### config.mk
export PLATFORM = sky130hd
export DESIGN_NAME = conv_layer_sched
export DESIGN_NICKNAME = d
export VERILOG_FILES = /design/src/rtl/conv_sched_pkg.sv /design/src/rtl/conv_desc_table.sv /design/src/rtl/conv_layer_sched.sv
export SDC_FILE = /design/constraint.sdc
export NUM_CORES = 1
export LEC_CHECK = 0
export BUFFER_PORTS_ARGS = -buffer_cell sky130_fd_sc_hd__buf_4
export CAP_MARGIN = 20
export CORE_UTILIZATION = 60
export CTS_CLUSTER_DIAMETER = 50
export DETAILED_ROUTE_END_ITERATION = 6
export GPL_TIMING_DRIVEN = 0
export PLACE_DENSITY = 0.8
export SLEW_MARGIN = 20
export SYNTH_ARGS = -nofsm -noshare
export SYNTH_HDL_FRONTEND = slang
export SYNTH_SLANG_ARGS = --single-unit
### constraint.sdc
create_clock -name s_axi_aclk -period 5.5 [get_ports s_axi_aclk]
set_clock_uncertainty 0.05 [all_clocks]
set_input_delay 0.55 -clock s_axi_aclk [delete_from_list [all_inputs] [get_ports s_axi_aclk]]
set_output_delay 0.55 -clock s_axi_aclk [all_outputs]
set_load 0.01 [all_outputs]
### src/rtl/conv_sched_pkg.sv
// Shared types and helpers for the convolution layer sequencer.
// Descriptor layout, error codes and config register packing.
package conv_sched_pkg;

  typedef enum logic [2:0] {
    S_IDLE,
    S_CHECK,
    S_LOAD,
    S_CFG,
    S_RUN,
    S_WAIT,
    S_DRAIN,
    S_ERR
  } state_t;

  localparam logic [1:0] LD_MODE_IFMAP_W = 2'b11;
  localparam logic [1:0] LD_MODE_W       = 2'b01;

  localparam logic [1:0] ERR_NONE    = 2'd0;
  localparam logic [1:0] ERR_ZERO    = 2'd1;
  localparam logic [1:0] ERR_DESC    = 2'd2;
  localparam logic [1:0] ERR_TIMEOUT = 2'd3;

  localparam int DESC_W       = 50;
  localparam int OFS_STRIDE   = 0;
  localparam int OFS_CHANNELS = 8;
  localparam int OFS_KNUMS    = 16;
  localparam int OFS_KSIZE    = 24;
  localparam int OFS_TSIZE    = 32;
  localparam int OFS_SHIFT    = 40;
  localparam int OFS_QUANT    = 48;
  localparam int OFS_RELU     = 49;

  typedef struct packed {
    logic       relu_en;
    logic       quant_en;
    logic [7:0] shift;
    logic [7:0] tensor_size;
    logic [7:0] kernel_size;
    logic [7:0] kernel_nums;
    logic [7:0] channels;
    logic [7:0] stride;
  } desc_t;

  function automatic logic [31:0] pack_reg0(desc_t d);
    return {2'b0, d.tensor_size, 6'b0, d.kernel_size, d.stride};
  endfunction

  function automatic logic [31:0] pack_reg1(desc_t d);
    return {2'b0, d.channels, 2'b0, d.kernel_nums,
            2'b00, d.relu_en, d.quant_en, d.shift};
  endfunction

  function automatic logic desc_bad(desc_t d);
    return (d.kernel_size == 8'd0) || (d.stride == 8'd0) ||
           (d.channels == 8'd0) || (d.kernel_nums == 8'd0) ||
           (d.kernel_size > d.tensor_size);
  endfunction

endpackage

### src/rtl/conv_desc_table.sv
// Per-layer descriptor register file: one write port,
// asynchronous read of the layer in progress.
module conv_desc_table
  import conv_sched_pkg::*;
#(
  parameter  int MAX_LAYERS = 8,
  localparam int AW         = $clog2(MAX_LAYERS)
) (
  input  logic          clk_i,
  input  logic          we_i,
  input  logic [AW-1:0] waddr_i,
  input  desc_t         wdata_i,
  input  logic [AW-1:0] raddr_i,
  output desc_t         rdata_o
);

  desc_t mem_q [MAX_LAYERS];

  always_ff @(posedge clk_i) begin
    if (we_i) mem_q[waddr_i] <= wdata_i;
  end

  assign rdata_o = mem_q[raddr_i];

endmodule

### src/rtl/conv_layer_sched.sv
// Layer sequencer: walks the descriptor table, drives loader,
// config registers and conv enable, then drains the output.
module conv_layer_sched
  import conv_sched_pkg::*;
#(
  parameter  int MAX_LAYERS = 8,
  parameter  int TIMEOUT    = 65535,
  localparam int AW         = $clog2(MAX_LAYERS),
  localparam int NW         = AW + 1,
  localparam int TW         = $clog2(TIMEOUT + 1)
) (
  input  logic              s_axi_aclk,
  input  logic              s_axi_areset,
  input  logic              desc_we,
  input  logic [AW-1:0]     desc_addr,
  input  logic [DESC_W-1:0] desc_wdata,
  input  logic [NW-1:0]     num_layers,
  input  logic              start,
  input  logic              abort,
  output logic              busy,
  output logic              done,
  output logic              err,
  output logic [1:0]        err_code,
  output logic [AW-1:0]     cur_layer,
  output logic              ld_req,
  output logic [1:0]        ld_mode,
  input  logic              ld_done,
  output logic              cfg_we,
  output logic [31:0]       cfg_reg0,
  output logic [31:0]       cfg_reg1,
  output logic              conv_en,
  input  logic              conv_done,
  output logic              drain_req,
  input  logic              drain_last
);

  state_t        state_q;
  logic [NW-1:0] n_q;
  logic [AW-1:0] cur_layer_q;
  logic [TW-1:0] wdog_q;
  logic [1:0]    err_code_q;
  logic          done_q;
  logic          ld_req_q;
  logic [1:0]    ld_mode_q;
  logic          cfg_we_q;
  logic          conv_en_q;
  logic          drain_req_q;
  logic [31:0]   cfg_reg0_q;
  logic [31:0]   cfg_reg1_q;
  desc_t         rd_desc;
  logic          last_layer;
  logic          wdog_hit;
  logic          tab_we;

  // the table only accepts host writes while the sequencer is parked
  assign tab_we = desc_we && (state_q == S_IDLE);

  conv_desc_table #(.MAX_LAYERS(MAX_LAYERS)) u_tab (
    .clk_i   (s_axi_aclk),
    .we_i    (tab_we),
    .waddr_i (desc_addr),
    .wdata_i (desc_t'(desc_wdata)),
    .raddr_i (cur_layer_q),
    .rdata_o (rd_desc)
  );

  assign last_layer = ({1'b0, cur_layer_q} == n_q - NW'(1));
  assign wdog_hit   = (wdog_q == TW'(TIMEOUT - 1));

  always_ff @(posedge s_axi_aclk) begin
    if (s_axi_areset) begin
      state_q     <= S_IDLE;
      n_q         <= '0;
      cur_layer_q <= '0;
      wdog_q      <= '0;
      err_code_q  <= ERR_NONE;
      done_q      <= 1'b0;
      ld_req_q    <= 1'b0;
      ld_mode_q   <= 2'b00;
      cfg_we_q    <= 1'b0;
      conv_en_q   <= 1'b0;
      drain_req_q <= 1'b0;
      cfg_reg0_q  <= '0;
      cfg_reg1_q  <= '0;
    end else begin
      done_q    <= 1'b0;
      cfg_we_q  <= 1'b0;
      conv_en_q <= 1'b0;
      if (abort) begin
        state_q     <= S_IDLE;
        ld_req_q    <= 1'b0;
        ld_mode_q   <= 2'b00;
        drain_req_q <= 1'b0;
        err_code_q  <= ERR_NONE;
        wdog_q      <= '0;
      end else begin
        unique case (state_q)
          S_IDLE: begin
            if (start) begin
              if (num_layers == '0 ||
                  num_layers > NW'(MAX_LAYERS)) begin
                state_q    <= S_ERR;
                err_code_q <= ERR_ZERO;
              end else begin
                n_q         <= num_layers;
                cur_layer_q <= '0;
                state_q     <= S_CHECK;
              end
            end
          end
          S_CHECK: begin
            if (desc_bad(rd_desc)) begin
              state_q    <= S_ERR;
              err_code_q <= ERR_DESC;
            end else begin
              state_q   <= S_LOAD;
              ld_req_q  <= 1'b1;
              ld_mode_q <= (cur_layer_q == '0) ?
                           LD_MODE_IFMAP_W : LD_MODE_W;
              wdog_q    <= '0;
            end
          end
          S_LOAD: begin
            if (ld_done) begin
              state_q    <= S_CFG;
              ld_req_q   <= 1'b0;
              ld_mode_q  <= 2'b00;
              cfg_we_q   <= 1'b1;
              cfg_reg0_q <= pack_reg0(rd_desc);
              cfg_reg1_q <= pack_reg1(rd_desc);
            end else if (wdog_hit) begin
              state_q    <= S_ERR;
              err_code_q <= ERR_TIMEOUT;
              ld_req_q   <= 1'b0;
              ld_mode_q  <= 2'b00;
            end else begin
              wdog_q <= wdog_q + TW'(1);
            end
          end
          S_CFG: begin
            state_q   <= S_RUN;
            conv_en_q <= 1'b1;
          end
          S_RUN: begin
            state_q <= S_WAIT;
            wdog_q  <= '0;
          end
          S_WAIT: begin
            if (conv_done) begin
              if (last_layer) begin
                state_q     <= S_DRAIN;
                drain_req_q <= 1'b1;
                wdog_q      <= '0;
              end else begin
                cur_layer_q <= cur_layer_q + AW'(1);
                state_q     <= S_CHECK;
              end
            end else if (wdog_hit) begin
              state_q    <= S_ERR;
              err_code_q <= ERR_TIMEOUT;
            end else begin
              wdog_q <= wdog_q + TW'(1);
            end
          end
          S_DRAIN: begin
            if (drain_last) begin
              state_q     <= S_IDLE;
              drain_req_q <= 1'b0;
              done_q      <= 1'b1;
            end else if (wdog_hit) begin
              state_q     <= S_ERR;
              err_code_q  <= ERR_TIMEOUT;
              drain_req_q <= 1'b0;
            end else begin
              wdog_q <= wdog_q + TW'(1);
            end
          end
          S_ERR: begin
            state_q <= S_ERR;
          end
        endcase
      end
    end
  end

  assign busy      = (state_q != S_IDLE) && (state_q != S_ERR);
  assign err       = (state_q == S_ERR);
  assign err_code  = err_code_q;
  assign done      = done_q;
  assign cur_layer = cur_layer_q;
  assign ld_req    = ld_req_q;
  assign ld_mode   = ld_mode_q;
  assign cfg_we    = cfg_we_q;
  assign cfg_reg0  = cfg_reg0_q;
  assign cfg_reg1  = cfg_reg1_q;
  assign conv_en   = conv_en_q;
  assign drain_req = drain_req_q;

endmodule
==> results of run 1 <==
worst max-delay path: stages (launching register included):
cell	delay, ns
dfxtp_1	0.30
buf_2	0.26
buf_2	0.39
buf_2	0.38
buf_2	0.37
buf_1	0.77
mux2i_1	0.33
ha_1	0.29
a21o_1	0.17
a21o_1	0.18
a221oi_1	0.24
a31oi_1	0.08
nor3_1	0.45
a21o_1	0.36
buf_6	0.21
mux2i_1	0.17
power groups by stage:
stage,clock network (W),logic [W],registers (W)
after floorplan,0,0.000145,0.00417
after global placement,0,0.000287,0.00418
after detailed placement,0,0.000321,0.00417
after CTS,0.00327,0.000324,0.00409
after global routing,0.00341,0.000349,0.00409
final,0.00324,0.000326,0.00409
stage by stage:
stage          setup slack, ns  cell area (um^2)  util, %  hold WS [ns]
3_3_place_gp             -3.11             20700     65.8         0.398
4_1_cts                  0.451             22800     72.2         0.141
6_report                 0.393             22800     72.2         0.160
2_1_floorplan            0.525             19300        -         0.386
3_5_place_dp             0.555             21200     67.2         0.400
5_1_grt                  0.208             22800     72.2         0.149
sequential cells by signal (all words and copies together) (netlist names), named ones only:
signal,count
cur_layer,3
conv_en,1
ld_mode,2
drain_req,1
done,1
u_tab.mem_q,400
err_code,2
state_q,3
cfg_reg0,24
cfg_reg1,26
n_q,4
cfg_we,1
wdog_q,16
final cells by class:
class / count / area, um^2 / share of cell area (%)
clock inverter: 25 / 205 / 0.900
sequential: 487 / 13800 / 60.3
multi-input combinational: 558 / 5110 / 22.4
antenna: 2 / 5.00 / 0.0220
inverter: 19 / 71.3 / 0.313
buffer: 72 / 423 / 1.86
tap: 402 / 503 / 2.21
timing repair buffer: 153 / 1350 / 5.93
clock buffer: 68 / 1380 / 6.05
synth_stat cells, drive strengths merged (7+ instances only):
cell | instances | area, um^2
a211oi | 43 | 323
o221ai | 8 | 70.1
mux4 | 92 | 2070
mux2i | 58 | 584
dfxtp | 87 | 1740
nor2 | 90 | 338
nor2b | 8 | 50.1
a31oi | 7 | 43.8
inv | 19 | 71.3
buf | 41 | 307
nand2b | 17 | 106
nand2 | 35 | 131
nand4 | 10 | 62.6
clkbuf | 31 | 116
ha | 13 | 163
o21ai | 17 | 85.1
edfxtp | 400 | 12000
a21oi | 35 | 179
nor3 | 23 | 115
nor4 | 11 | 68.8
nand3 | 11 | 55.1
final timing paths:
kind,startpoint,cells past startpoint,endpoint,slack (ns)
setup / recovery,flop,15,wdog_q[1],0.39
hold / removal,desc_wdata[43],1,u_tab.mem_q[0][43],0.16
setup reg to reg,flop,15,wdog_q[1],0.39
hold reg to reg,n_q[0],2,n_q[0],0.41
metal layers:
metal  wire length [um]  up-vias  GRT usage, %
li1                   -     4894             -
met1              17400     5663          37.2
met2              22300      577          46.1
met3               3950      122          5.02
met4               1660        0          11.1
met5                  0        -             0
kinds of logic after synthesis:
group,share of synthesized area (%)
AOI/OAI and AO/OA,5.21
and+or+nand+nor,5.72
muxes,13.9
other,0.0195
DFF,71.5
xor gates and xnor gates,0.254
buffers and inverters,2.57
adders and majority gates,0.845
==> flow_summary.ini, run 1 <==
[detailed_routing]
avgViaCountPerCell = 6.30
wirelength_um = 45300
postRouteAntennaNets = 0
drt-initial-drc-count = 1151
first_pass_iters = 5
drc_errors = 0
wl_per_cell_um = 25.4
vias = 11256

[status]
status = complete, no violations

[cts]
postCtsHoldBufs = 0
cts.path.max_buffers = 3
cts_root_buf = clkbuf_16
cts_tree = yes
clk_pin_slew_ns = 0.06
htree_num_levels = 2
cts_made_buffers = 50
clock_sinks = 487
clock_latency_ns = 0.57
post_cts_resized = 0
cts_setup_buffers = 0

[die]
dieArea_um2 = 32800
core-area_um2 = 31600
start_util_pct = 61.0
die_h_um = 181
rows = 65
die_w_um = 181
boundaryPins = 143

[synthesis]
ys_ff_latch = 487
synth-main-ff-cell = edfxtp_1
synth_enable_flop_cells = 400
synth_cells = 1123
yosysSeqAreaShare_pct = 71.5
postSynthAreaPerCell_um2 = 17.1
syn-cell-area_um2 = 19200
synth_cell_types = 62
yosysWarnings = 0
async_flop_share_pct = 0

[critical_path]
cp.arrival_ns = 5.54
required_ns = 5.93
startpoint_type = flop
path_max_fanout = 10
setup.worst_path.end_class = flop
crit_type = reg -> reg

[run]
max-cap-violations = 0

[pwr]
power.switching_w = 0.00164
switching_share_pct = 21.5
cellPowerDensity_nw_per_um2 = 336
combPwrFrac_pct = 4.3
p_int_w = 0.00601
p_leak_nw = 7.47
share_seq_of_total_power_pct = 53.4
share_clk_of_total_power_pct = 42.3
ir_drop_mv = 0.249
finalPower_w = 0.00766

[grt]
grt_pass1_wl_um = 67600
grt_start_max_net_pins = 21
grt_pass1_vias = 11342
gr-total-overflow = 0
antenna_found_initial = 2
grt_usage_pct = 27.9

[placed_design]
hpwlAfterDp_um = 29300
dp.cells = 1691
place_congestion = 0.915
port_buffers = 127

[timing]
max-slew-margin-rel_pct = 31.5
finalCriticalPeriod_ns = 5.11
fin_crit_sh_pct = 92.8
setup_viol = 0
drv_slew = 0
rsz0062_at_grt = no
fmax_mhz = 196
tightest_slew_ns = 1.03
timing.setup.tns_ns = 0
timing.final.hold_violations = 0

[layout]
nFillCells = 1860
final_common_cell = edfxtp_1
final-instance-count-excl-fill = 1786
fin_nets = 1419
mostFrequentLayoutCells = edfxtp_1 (400), buf_4 (151), mux4_2 (92), dfxtp_1 (87), nor2_1 (84)
syn_to_final_growth_pct = 18.5
drive_gt1_share_pct = 27.1

[min_path]
hold_class = in -> reg
(Power assumes the default switching activity.)
==> run 2, diff against run 1 <==
--- a/config.mk
+++ b/config.mk
@@ -11,7 +11,7 @@
 export CTS_CLUSTER_DIAMETER = 50
 export DETAILED_ROUTE_END_ITERATION = 6
 export GPL_TIMING_DRIVEN = 0
-export PLACE_DENSITY = 0.8
+export PLACE_DENSITY = 0.79
 export SLEW_MARGIN = 20
 export SYNTH_ARGS = -nofsm -noshare
 export SYNTH_HDL_FRONTEND = slang
==> run 2 against run 1 <==
Compared with the run above: die area did not move; combinational power rose by 2%; count of clock-buffer cells in the layout fell by 1; sequential share of layout area fell by 0.55 points; critical path depth did not move; cell area rose by 0.92%; via count rose by 0.39%; global-route usage rose by 0.16 points; power rose by 3.0%; flip-flop and latch count did not move; clock power rose by 7.1%; maximum frequency fell by 1.1%; largest cell class unchanged; largest power group unchanged.
==> flow_summary.ini, run 2 (synthesis results as in run 1) <==
[detailed_routing]
wl_per_cell_um = 25.3
first_pass_iters = 6
wirelength_um = 45200
avgViaCountPerCell = 6.32
drc_errors = 0
drt-initial-drc-count = 1203
vias = 11300
postRouteAntennaNets = 0

[layout]
drive_gt1_share_pct = 27.6
final_common_cell = edfxtp_1
final-instance-count-excl-fill = 1788
fin_nets = 1424
syn_to_final_growth_pct = 19.6
mostFrequentLayoutCells = edfxtp_1 (400), buf_4 (157), mux4_2 (92), dfxtp_1 (87), nor2_1 (84)
largest_reg_flops = 400
top_register = u_tab.mem_q
fin_util_pct = 72.9

[timing]
timing.final.hold_violations = 0
drv_slew = 0
fmax_mhz = 194
max-slew-margin-rel_pct = 34.1
fin_crit_sh_pct = 93.9
rsz0062_at_grt = no
finalCriticalPeriod_ns = 5.17
tightest_slew_ns = 0.980
setup_viol = 0

[critical_path]
startpoint_type = flop
required_ns = 5.96
reg2reg_depth = 15
path_max_fanout = 10
r2r_end = wdog_q[1]
r2r_slack_ns = 0.33
crit_type = reg -> reg
setup.worst_path.end_class = flop
cp.arrival_ns = 5.63

[cts]
postCtsHoldBufs = 0
post_cts_resized = 0
cts.path.max_buffers = 3
cts_root_buf = clkbuf_16
htree_num_levels = 2
clock_sinks = 487
cts_made_buffers = 50
cts_setup_buffers = 0
clk_pin_slew_ns = 0.06
cts_tree = yes
clock_latency_ns = 0.58

[grt]
grt_pass1_vias = 11233
grt_start_max_net_pins = 22
grt_usage_pct = 28.1
antenna_found_initial = 1
grt_pass1_wl_um = 67800
gr-total-overflow = 0

[placed_design]
hpwlAfterDp_um = 29800
port_buffers = 127
place_congestion = 0.908
dp.cells = 1696

[pwr]
ir_drop_mv = 0.228
cellPowerDensity_nw_per_um2 = 343
p_leak_nw = 7.57

[die]
dieArea_um2 = 32800
die_h_um = 181
boundaryPins = 143
core-area_um2 = 31600
die_w_um = 181
start_util_pct = 61.0
rows = 65

[min_path]
hold_class = in -> reg
min_path_cells = 1
hold_start = desc_wdata[15]
holdPathEnd = u_tab.mem_q[3][15]

[run]
max-cap-violations = 0

[status]
status = complete, no violations
## run 2: cell type report
type / instances / area, um^2
inverter: 19 / 71.3
buffer: 72 / 423
multi-input combinational: 558 / 5110
sequential: 487 / 13800
fill: 1825 / 8550
clock buffer: 67 / 1360
clock inverter: 24 / 338
timing repair buffer: 158 / 1460
antenna: 1 / 2.50
tap: 402 / 503
## run 2: metal layers
metal  up-vias  wire [um]  GRT usage [%]
met5         -          0              0
met4         0       1030           8.78
met3        86       3890           5.87
met2       608      22300           45.8
met1      5706      18000           38.4
li1       4900          -              -
## run 2: metrics by stage
stage / area (um^2) / setup TNS, ns / power, W / setup slack, ns / hold slack [ns]
floorplan: 19300 / 0 / 0.00432 / 0.525 / 0.386
detailed placement: 21300 / 0 / 0.00449 / 0.432 / 0.423
finish: 23000 / 0 / 0.00789 / 0.335 / 0.146
global route: 23000 / 0 / 0.00808 / 0.162 / 0.132
CTS: 23000 / 0 / 0.00791 / 0.398 / 0.124
global placement: 20700 / -539.08 / 0.00446 / -3.39 / 0.397
## run 2: how the worst max path moves through the flow
stage	endpoint	slack [ns]	cells past startpoint	startpoint
6_report	wdog_q[1]	0.33	15	flop
5_1_grt	wdog_q[1]	0.16	15	flop
4_1_cts	wdog_q[1]	0.40	15	flop
3_5_place_dp	wdog_q[1]	0.43	15	flop
3_3_place_gp	u_tab.mem_q[0][15]	-3.39	4	state_q[0]
2_1_floorplan	u_tab.mem_q[1][0]	0.53	4	state_q[0]
## run 2: worst max-delay path, stage by stage (launching register included)
cell and delay (ns):
dfxtp_1 0.30, buf_2 0.26, buf_2 0.34, buf_2 0.38
buf_2 0.37, buf_1 0.77, mux2i_1 0.42, ha_1 0.31
a21o_1 0.16, a21o_1 0.17, a221oi_1 0.24, a31oi_1 0.08
nor3_1 0.46, a21o_1 0.38, buf_6 0.21, mux2i_1 0.18
## run 2: where the power goes
group          internal (W)  switching (W)
clock               0.00204        0.00143
sequential          0.00407      0.0000259
combinational      0.000126       0.000205
total               0.00623        0.00166
==> run 3, diff against run 2 <==
--- a/config.mk
+++ b/config.mk
@@ -8,6 +8,7 @@
 export BUFFER_PORTS_ARGS = -buffer_cell sky130_fd_sc_hd__buf_4
 export CAP_MARGIN = 20
 export CORE_UTILIZATION = 60
+export CTS_BUF_LIST = sky130_fd_sc_hd__clkbuf_4 sky130_fd_sc_hd__clkbuf_8 sky130_fd_sc_hd__clkbuf_16
 export CTS_CLUSTER_DIAMETER = 50
 export DETAILED_ROUTE_END_ITERATION = 6
 export GPL_TIMING_DRIVEN = 0
==> run 3 against run 2 <==
Compared with the run above: core utilization increased by 0.16 points; die area unchanged; via count increased by 0.52%; register-to-register slack got worse by 0.03 ns; non-clock buffer count unchanged; cell count about the same; wire length increased by 0.12%; cell area increased by 0.22%; critical path depth unchanged; first-iteration DRC count decreased by 5.5%; power increased by 0.76%; largest power group unchanged; highest routed layer unchanged.
==> flow_summary.ini, run 3 (synthesis results as in run 1) <==
[layout]
final_common_cell = edfxtp_1
fin_util_pct = 73.1
design_area_um2 = 23100
drive_gt1_share_pct = 28.5
syn_to_final_growth_pct = 19.8
fin_nets = 1424
largest_reg_flops = 400
mostFrequentLayoutCells = edfxtp_1 (400), buf_4 (157), mux4_2 (92), dfxtp_1 (87), nor2_1 (84)
top_register = u_tab.mem_q

[timing]
max-slew-margin-rel_pct = 33.9
fin_ws_ns = 0.307
fin_crit_sh_pct = 94.4
whs_ns = 0.140
finalCriticalPeriod_ns = 5.19
setup_viol = 0
tightest_slew_ns = 0.991
timing.final.hold_violations = 0
rsz0062_at_grt = no
drv_slew = 0
fmax_mhz = 193

[cts]
cts.path.max_buffers = 3
clk_pin_slew_ns = 0.07
postCtsHoldBufs = 0
cts_made_buffers = 50
htree_num_levels = 2
clock_sinks = 487
cts_root_buf = clkbuf_16
clock_latency_ns = 0.59
cts_tree = yes
cts_setup_buffers = 0
post_cts_resized = 0

[die]
die_w_um = 181
core-area_um2 = 31600
boundaryPins = 143
die_h_um = 181
start_util_pct = 61.0
rows = 65
dieArea_um2 = 32800

[critical_path]
required_ns = 5.96
reg2reg_depth = 15
setup.worst_path.end_class = flop
max_stage_delay_ns = 0.73
path_max_fanout = 10
r2r_slack_ns = 0.31
crit_type = reg -> reg
crit_chain = buf_2, buf_2, buf_2, buf_2, buf_1, mux2i_1, ha_1, a21o_1, a21o_1, a221oi_1, a31oi_1, nor3_1, a21o_1, buf_6, mux2i_1
critPathSlowestCell = buf_1
r2r_end = wdog_q[1]
cp.arrival_ns = 5.65
startpoint_type = flop
cp_common_cell = buf_2

[detailed_routing]
postRouteAntennaNets = 0
wl_per_cell_um = 25.3
first_pass_iters = 5
avgViaCountPerCell = 6.35
wirelength_um = 45200
drt-initial-drc-count = 1137
drc_errors = 0
vias = 11359

[placed_design]
dp_slack_ns = 0.432
place_congestion = 0.908
port_buffers = 127
dpl_cell_area_um2 = 21300
hpwlAfterDp_um = 29800

[min_path]
hold_start = desc_wdata[19]
holdPathEnd = u_tab.mem_q[1][19]
min_path_cells = 1
hold_class = in -> reg

[pwr]
p_leak_nw = 7.61
cellPowerDensity_nw_per_um2 = 345
ir_drop_mv = 0.228

[grt]
use_met1_pct = 38.8
use_met3_pct = 5.34
grt_pass1_wl_um = 68200
grt-busiest-layer = met2
antenna_found_initial = 2
grt_usage_pct = 28.2
use_met2_pct = 45.8
grt_start_max_net_pins = 22
gr-total-overflow = 0
grt_pass1_vias = 11250

[status]
status = complete, no violations

[run]
max-cap-violations = 0
==> run 3: cell types whose count changed in the layout (fill, tap and decap cells not counted), sizes merged <==
cell,previous run,this run
diode,1,2
==> run 3: how the worst max path moves through the flow <==
| stage | slack, ns | endpoint | startpoint |
|---|---|---|---|
| floorplan | 0.53 | u_tab.mem_q[1][0] | state_q[0] |
| global route | 0.18 | wdog_q[1] | flop |
| finish | 0.31 | wdog_q[1] | flop |
| global placement | -3.39 | u_tab.mem_q[0][15] | state_q[0] |
| CTS | 0.39 | wdog_q[1] | flop |
| detailed placement | 0.43 | wdog_q[1] | flop |
==> run 3: where the power goes <==
| group | switching (W) | leakage, nW | internal (W) |
|---|---|---|---|
| Clock | 0.00142 | 0.865 | 0.00210 |
| Sequential | 0.0000261 | 4.33 | 0.00407 |
| Combinational | 0.000205 | 2.42 | 0.000126 |
| Total | 0.00166 | 7.61 | 0.00629 |
==> run 3: routing by layer <==
layer	up-vias	routed length [um]
met4	0	1150
li1	4916	-
met5	-	0
met1	5717	17900
met2	639	22300
met3	87	3890
==> run 3: worst max-delay path: cells and delay by family, from the launching register on <==
family	cells	cell delay [ns]
AOI/OAI and AO/OA	5	1.03
adders and majority gates	1	0.31
buffers and inverters	6	2.28
DFF	1	0.30
muxes	2	0.61
and+or+nand+nor	1	0.52
==> run 3: stage by stage <==
stage | power [W] | setup TNS, ns | instances
2_1_floorplan | 0.00432 | 0 | 1136
3_3_place_gp | 0.00446 | -539.08 | 1665
3_5_place_dp | 0.00449 | 0 | 1696
4_1_cts | 0.00798 | 0 | 1787
5_1_grt | 0.00814 | 0 | 1789
6_report | 0.00795 | 0 | 1789
==> run 3: area by class of cell <==
class | instances | area [um^2]
Sequential cell | 487 | 13800
Fill cell | 1824 | 8500
Multi-Input combinational cell | 558 | 5110
Timing Repair Buffer | 158 | 1460
Clock buffer | 67 | 1400
Tap cell | 402 | 503
Buffer | 72 | 423
Clock inverter | 24 | 338
Inverter | 19 | 71.3
Antenna cell | 2 | 5.00
